File: config.mk
export PLATFORM = sky130hd
export DESIGN_NAME = tour_cmd_seq_flat
export DESIGN_NICKNAME = d
export VERILOG_FILES = /design/src/rtl/knight_pkg.sv /design/src/rtl/tour_cmd_seq_if.sv /design/src/rtl/knight_move_decode.sv /design/src/rtl/tour_cmd_seq.sv /design/src/flat_wrapper.sv
export SDC_FILE = /design/constraint.sdc
export NUM_CORES = 1
export LEC_CHECK = 0
export CORE_ASPECT_RATIO = 1.5
export CORE_UTILIZATION = 40
export CTS_CLUSTER_SIZE = 24
export DETAILED_ROUTE_END_ITERATION = 7
export PLACE_DENSITY = 0.76
export SLEW_MARGIN = 20
export SYNTH_ARGS = -nofsm -noshare
export SYNTH_HDL_FRONTEND = slang
export SYNTH_SLANG_ARGS = --single-unit
File: constraint.sdc
create_clock -name clk -period 3.5 [get_ports clk]
set_input_delay 0.7 -clock clk [delete_from_list [all_inputs] [get_ports clk]]
set_output_delay 0.7 -clock clk [all_outputs]
set_load 0.02 [all_outputs]
File: src/rtl/knight_pkg.sv
// Shared constants and types for the knight-tour command path: headings,
// opcodes, UART response bytes and the tour sequencer state encoding.
package knight_pkg;

  localparam logic [7:0] HEAD_N = 8'h00;
  localparam logic [7:0] HEAD_W = 8'h3F;
  localparam logic [7:0] HEAD_S = 8'h7F;
  localparam logic [7:0] HEAD_E = 8'hBF;

  localparam logic [3:0] OP_MOVE    = 4'b0010;
  localparam logic [3:0] OP_FANFARE = 4'b0011;

  localparam logic [7:0] RESP_DONE = 8'hA5;
  localparam logic [7:0] RESP_ACK  = 8'h5A;

  typedef enum logic [2:0] {
    IDLE,
    VERT,
    HOLDV,
    HORZ,
    HOLDH
  } tour_state_t;

endpackage

File: src/rtl/tour_cmd_seq_if.sv
// Bundle of solver, UART-wrapper and command-processor signals seen by the
// tour sequencer; master is the sequencer side, slave the environment side.
interface tour_cmd_seq_if;

  logic        start_tour;
  logic [4:0]  mv_indx;
  logic [7:0]  move;
  logic [15:0] cmd_UART;
  logic        cmd_rdy_UART;
  logic        clr_cmd_rdy_UART;
  logic [15:0] cmd;
  logic        cmd_rdy;
  logic        clr_cmd_rdy;
  logic        send_resp;
  logic [7:0]  resp;

  modport master (
    input  start_tour, move, cmd_UART, cmd_rdy_UART, clr_cmd_rdy, send_resp,
    output mv_indx, clr_cmd_rdy_UART, cmd, cmd_rdy, resp
  );

  modport slave (
    output start_tour, move, cmd_UART, cmd_rdy_UART, clr_cmd_rdy, send_resp,
    input  mv_indx, clr_cmd_rdy_UART, cmd, cmd_rdy, resp
  );

endinterface

File: src/rtl/knight_move_decode.sv
// Splits a one-hot knight move into a vertical leg and a horizontal leg.
// Anything that is not exactly one-hot decodes to heading N, zero squares.
module knight_move_decode
  import knight_pkg::*;
(
    input  logic [7:0] i_move,
    output logic [7:0] o_vert_head,
    output logic [3:0] o_vert_sq,
    output logic [7:0] o_horz_head,
    output logic [3:0] o_horz_sq
);

    always_comb begin
        // NOTE: every output gets a default first so no path can infer a latch.
        o_vert_head = HEAD_N;
        o_vert_sq   = 4'd0;
        o_horz_head = HEAD_N;
        o_horz_sq   = 4'd0;
        case (i_move)
            8'h01: begin o_vert_head = HEAD_N; o_vert_sq = 4'd2; o_horz_head = HEAD_E; o_horz_sq = 4'd1; end
            8'h02: begin o_vert_head = HEAD_N; o_vert_sq = 4'd2; o_horz_head = HEAD_W; o_horz_sq = 4'd1; end
            8'h04: begin o_vert_head = HEAD_N; o_vert_sq = 4'd1; o_horz_head = HEAD_W; o_horz_sq = 4'd2; end
            8'h08: begin o_vert_head = HEAD_S; o_vert_sq = 4'd1; o_horz_head = HEAD_W; o_horz_sq = 4'd2; end
            8'h10: begin o_vert_head = HEAD_S; o_vert_sq = 4'd2; o_horz_head = HEAD_W; o_horz_sq = 4'd1; end
            8'h20: begin o_vert_head = HEAD_S; o_vert_sq = 4'd2; o_horz_head = HEAD_E; o_horz_sq = 4'd1; end
            8'h40: begin o_vert_head = HEAD_S; o_vert_sq = 4'd1; o_horz_head = HEAD_E; o_horz_sq = 4'd2; end
            8'h80: begin o_vert_head = HEAD_N; o_vert_sq = 4'd1; o_horz_head = HEAD_E; o_horz_sq = 4'd2; end
            default: ;
        endcase
    end

endmodule

File: src/rtl/tour_cmd_seq.sv
// Replays the solver's knight moves as vertical/horizontal motion commands to
// the command processor; passes UART commands straight through when idle.
module tour_cmd_seq
  import knight_pkg::*;
#(
    parameter int NUM_MOVES = 24
) (
    input  logic          clk,
    input  logic          rst_n,
    tour_cmd_seq_if.master bus
);

    localparam logic [4:0] LAST_IDX = 5'(NUM_MOVES - 1);

    tour_state_t r_state;
    logic [4:0]  r_mv_indx;
    logic        r_tour_rdy;
    logic [7:0]  r_move;

    logic [7:0]  w_vert_head;
    logic [3:0]  w_vert_sq;
    logic [7:0]  w_horz_head;
    logic [3:0]  w_horz_sq;
    logic [15:0] w_cmd;
    logic        w_cmd_rdy;
    logic        w_clr_uart;
    logic [7:0]  w_resp;

    knight_move_decode u_decode (
        .i_move      (r_move),
        .o_vert_head (w_vert_head),
        .o_vert_sq   (w_vert_sq),
        .o_horz_head (w_horz_head),
        .o_horz_sq   (w_horz_sq)
    );

    // The move is latched on the first VERT clock, once mv_indx already points
    // at the new move, so cmd never has a combinational path from the solver.
    always_ff @(posedge clk or negedge rst_n) begin
        if (!rst_n) begin
            r_state    <= IDLE;
            r_mv_indx  <= 5'd0;
            r_tour_rdy <= 1'b0;
            r_move     <= 8'h00;
        end else begin
            // NOTE: state registers use non-blocking assignments so every
            // branch sees the pre-edge values regardless of statement order.
            case (r_state)
                IDLE: begin
                    if (bus.start_tour) begin
                        r_mv_indx <= 5'd0;
                        r_state   <= VERT;
                    end
                end
                VERT: begin
                    if (bus.clr_cmd_rdy) begin
                        r_tour_rdy <= 1'b0;
                        r_state    <= HOLDV;
                    end else if (!r_tour_rdy) begin
                        r_tour_rdy <= 1'b1;
                        r_move     <= bus.move;
                    end
                end
                HOLDV: begin
                    if (bus.send_resp) r_state <= HORZ;
                end
                HORZ: begin
                    if (bus.clr_cmd_rdy) begin
                        r_tour_rdy <= 1'b0;
                        r_state    <= HOLDH;
                    end else if (!r_tour_rdy) begin
                        r_tour_rdy <= 1'b1;
                    end
                end
                HOLDH: begin
                    if (bus.send_resp) begin
                        if (r_mv_indx == LAST_IDX) begin
                            r_mv_indx <= 5'd0;
                            r_state   <= IDLE;
                        end else begin
                            r_mv_indx <= r_mv_indx + 5'd1;
                            r_state   <= VERT;
                        end
                    end
                end
                default: begin
                    r_tour_rdy <= 1'b0;
                    r_state    <= IDLE;
                end
            endcase
        end
    end

    always_comb begin
        w_cmd      = bus.cmd_UART;
        w_cmd_rdy  = bus.cmd_rdy_UART;
        w_clr_uart = bus.clr_cmd_rdy;
        w_resp     = RESP_DONE;
        case (r_state)
            VERT, HOLDV: w_cmd = {OP_MOVE, w_vert_head, w_vert_sq};
            HORZ, HOLDH: w_cmd = {OP_FANFARE, w_horz_head, w_horz_sq};
            default: ;
        endcase
        // In tour mode the UART request is left pending in the wrapper.
        if (r_state != IDLE) begin
            w_cmd_rdy  = r_tour_rdy;
            w_clr_uart = 1'b0;
            w_resp     = (r_state == HOLDH && r_mv_indx == LAST_IDX) ? RESP_DONE : RESP_ACK;
        end
    end

    assign bus.cmd              = w_cmd;
    assign bus.cmd_rdy          = w_cmd_rdy;
    assign bus.clr_cmd_rdy_UART = w_clr_uart;
    assign bus.resp             = w_resp;
    assign bus.mv_indx          = r_mv_indx;

endmodule

File: src/flat_wrapper.sv
// flat-port wrapper written by rule: the top's interface ports become plain ports
module tour_cmd_seq_flat import knight_pkg::*;
#(
    parameter int NUM_MOVES = 24
)
  (clk, rst_n, bus_start_tour, bus_move, bus_cmd_UART, bus_cmd_rdy_UART, bus_clr_cmd_rdy, bus_send_resp, bus_mv_indx, bus_clr_cmd_rdy_UART, bus_cmd, bus_cmd_rdy, bus_resp);
  tour_cmd_seq_if bus_i ();
  input  logic clk;
  input  logic rst_n;
  input wire logic [$bits(bus_i.start_tour)-1:0] bus_start_tour;
  input wire logic [$bits(bus_i.move)-1:0] bus_move;
  input wire logic [$bits(bus_i.cmd_UART)-1:0] bus_cmd_UART;
  input wire logic [$bits(bus_i.cmd_rdy_UART)-1:0] bus_cmd_rdy_UART;
  input wire logic [$bits(bus_i.clr_cmd_rdy)-1:0] bus_clr_cmd_rdy;
  input wire logic [$bits(bus_i.send_resp)-1:0] bus_send_resp;
  output wire logic [$bits(bus_i.mv_indx)-1:0] bus_mv_indx;
  output wire logic [$bits(bus_i.clr_cmd_rdy_UART)-1:0] bus_clr_cmd_rdy_UART;
  output wire logic [$bits(bus_i.cmd)-1:0] bus_cmd;
  output wire logic [$bits(bus_i.cmd_rdy)-1:0] bus_cmd_rdy;
  output wire logic [$bits(bus_i.resp)-1:0] bus_resp;
  assign bus_i.start_tour = bus_start_tour;
  assign bus_i.move = bus_move;
  assign bus_i.cmd_UART = bus_cmd_UART;
  assign bus_i.cmd_rdy_UART = bus_cmd_rdy_UART;
  assign bus_i.clr_cmd_rdy = bus_clr_cmd_rdy;
  assign bus_i.send_resp = bus_send_resp;
  assign bus_mv_indx = bus_i.mv_indx;
  assign bus_clr_cmd_rdy_UART = bus_i.clr_cmd_rdy_UART;
  assign bus_cmd = bus_i.cmd;
  assign bus_cmd_rdy = bus_i.cmd_rdy;
  assign bus_resp = bus_i.resp;
  tour_cmd_seq #(.NUM_MOVES(NUM_MOVES)) u_core (.clk(clk), .rst_n(rst_n), .bus(bus_i));
endmodule
==> impl_metrics.json <==
{
  "die_h_um": 72.3,
  "grt_overflow_total": 0,
  "htreeDepth": 1,
  "p_leak_uw": 0.000754,
  "hp-class": "reg -> reg",
  "tightest_slew_ns": 0.767,
  "num_io_pins": 61,
  "gp_congestion": 0.803,
  "period_share_pct": 90.5,
  "ys_types": 42,
  "final_nets": 229,
  "synthCells": 147,
  "r2r_cells": 3,
  "drcViolationCount": 0,
  "worst-setup-path-type": "reg -> out",
  "hold_buffers": 0,
  "clock_latency_ns": 0.27,
  "cts_setup_buffers": 0,
  "reg2reg_to": "u_core.r_move[4]",
  "synth_edf_count": 0,
  "hold_viol": 0,
  "synth_top_flop_cell": "dfrtp_1",
  "grt_use_total_pct": 21.3,
  "worstPathMaxFanout": 16,
  "async_reset_ff_share_pct": 100,
  "min-delay-start": "u_core.bus.mv_indx[4]",
  "grt_pass1_vias": 1259,
  "vdd_drop_max_mv": 0.654,
  "rsz0062_at_grt": "no",
  "firstDrtPassIters": 4,
  "dr_total_vias": 1327,
  "dieArea_um2": 3540,
  "rows": 25,
  "drtAntennaViolNets": 0,
  "wl_per_cell_um": 14.7,
  "cts_resized": 0,
  "powerDensity_nw_per_um2": 954,
  "antenna_found_initial": 0,
  "layout_common_cells": "clkdlybuf4s50_1 (60), dfrtp_1 (17), nand2_1 (15), o21ai_0 (14), nand3_1 (12)",
  "cts_tree": "built",
  "ys_seq_area_share_pct": 32.3,
  "syn_area_um2": 1320,
  "grt_pass1_wl_um": 5790,
  "cts_root_buf": "clkbuf_8",
  "die_x_um": 48.9,
  "cp.required_ns": 2.80,
  "hold_end": "u_core.bus.mv_indx[4]",
  "fin_tns_setup_ns": 0,
  "fin_util_pct": 60.1,
  "synth_nets": 178,
  "rrSetupSlack_ns": 1.73,
  "maxCapViolCount": 0,
  "cts_max_path_buffers": 2,
  "detailed_place_hpwl_um": 2680,
  "final_common_cell": "clkdlybuf4s50_1",
  "status": "finished, final reports clean",
  "slew_headroom_pct": 48.7,
  "cts_buffers": 3,
  "drt_iter0_drc": 18,
  "port_buffers": 60,
  "syn_to_final_growth_pct": 43.9,
  "routed_wl_um": 3490,
  "fin_crit_ns": 3.17,
  "fin_skew_ns": 0.00814,
  "pre_cts_ws_ns": 0.637,
  "drive_gt1_share_pct": 10.7,
  "vias_per_cell": 5.60,
  "yosys_warnings": 0,
  "antenna_cells": 0,
  "ys_ff_latch": 17,
  "cts_sinks": 17,
  "coreArea_um2": 3160,
  "clock.fmax_mhz": 316,
  "grt_max_degree": 18,
  "postSynthAreaPerCell_um2": 8.97,
  "regToRegStartpoint": "u_core.r_state[2]",
  "clk_pin_slew_worst_paths_ns": 0.07,
  "whs_path_depth": 1,
  "cp-start-kind": "register",
  "crit_path_end_kind": "output port",
  "setup_viol": 0,
  "worstPathArrival_ns": 2.47,
  "power_uw": 1810,
  "worst_slack_ns": 0.333,
  "drv_slew": 0,
  "start_util_pct": 41.7
}
synth_stat cells, types with 4 or more instances:
library cell  number  area, µm²
nor2_1             8       30.0
nand2_1           15       56.3
and2_1             4       25.0
dfrtp_1           17        425
nand3_1           12       60.1
mux2_2            10        113
a22oi_1            6       45.0
buf_6              5       56.3
buf_4              7       52.6
o21ai_0           14       70.1
a21oi_1            5       25.0
metrics by stage:
stage	instances	area, µm²	hold slack [ns]
2_1_floorplan	147	1320	0.404
3_3_place_gp	233	1850	0.511
3_5_place_dp	233	1850	0.505
4_1_cts	237	1900	0.529
5_1_grt	237	1900	0.569
6_report	237	1900	0.537
where the power goes:
group          switching (µW)  internal (µW)
Combinational             628            599
Clock                    76.5           79.5
Sequential                159            269
worst max-delay path, stage by stage (launching register included):
cell,delay (ns)
dfrtp_1,0.59
or3b_4,0.48
a21boi_2,0.28
a22oi_1,0.11
nand3_1,0.11
clkdlybuf4s50_1,0.63
worst max path at each step:
stage / startpoint / to / cells after the start
floorplan: u_core.r_move[5] / bus_cmd[1] / 5
finish: u_core.r_state[2] / bus_cmd[7] / 5
detailed placement: u_core.r_state[2] / bus_cmd[7] / 5
global route: u_core.r_state[2] / bus_cmd[7] / 5
CTS: u_core.r_state[2] / bus_cmd[7] / 5
global placement: bus_cmd_UART[1] / bus_cmd[1] / 4
registers in the layout, summed over array words and instances (netlist names):
register	count
u_core.r_state	3
u_core.bus.mv_indx	5
u_core.r_tour_rdy	1
u_core.r_move	8
cell type report:
type                            instances  area, µm²
Inverter                                3       11.3
Multi-Input combinational cell        113        764
Sequential cell                        17        425
Clock buffer                            3       41.3
Clock inverter                          1       5.00
Timing Repair Buffer                   60        601
Fill cell                             277       1260
Tap cell                               40       50.0
layer usage:
layer	track usage (%)	up-vias	wire (µm)
li1	-	637	-
met4	14.7	0	85
met5	0	-	0
met2	37.7	65	1740
met1	24.1	620	1460
met3	1.68	5	199
cells by family (layout without fill, tap and decap cells):
group / after synthesis / after routing / share of synthesized area (%)
simple gates: 59 / 59 / 25.6
fa+ha+maj: 1 / 1 / 0.949
xor+xnor: 5 / 5 / 3.32
buf+inv: 17 / 67 / 9.77
mux: 10 / 10 / 8.54
compound gates: 38 / 38 / 19.5
flops: 17 / 17 / 32.3
No activity file was read; power rests on OpenSTA's default activity.
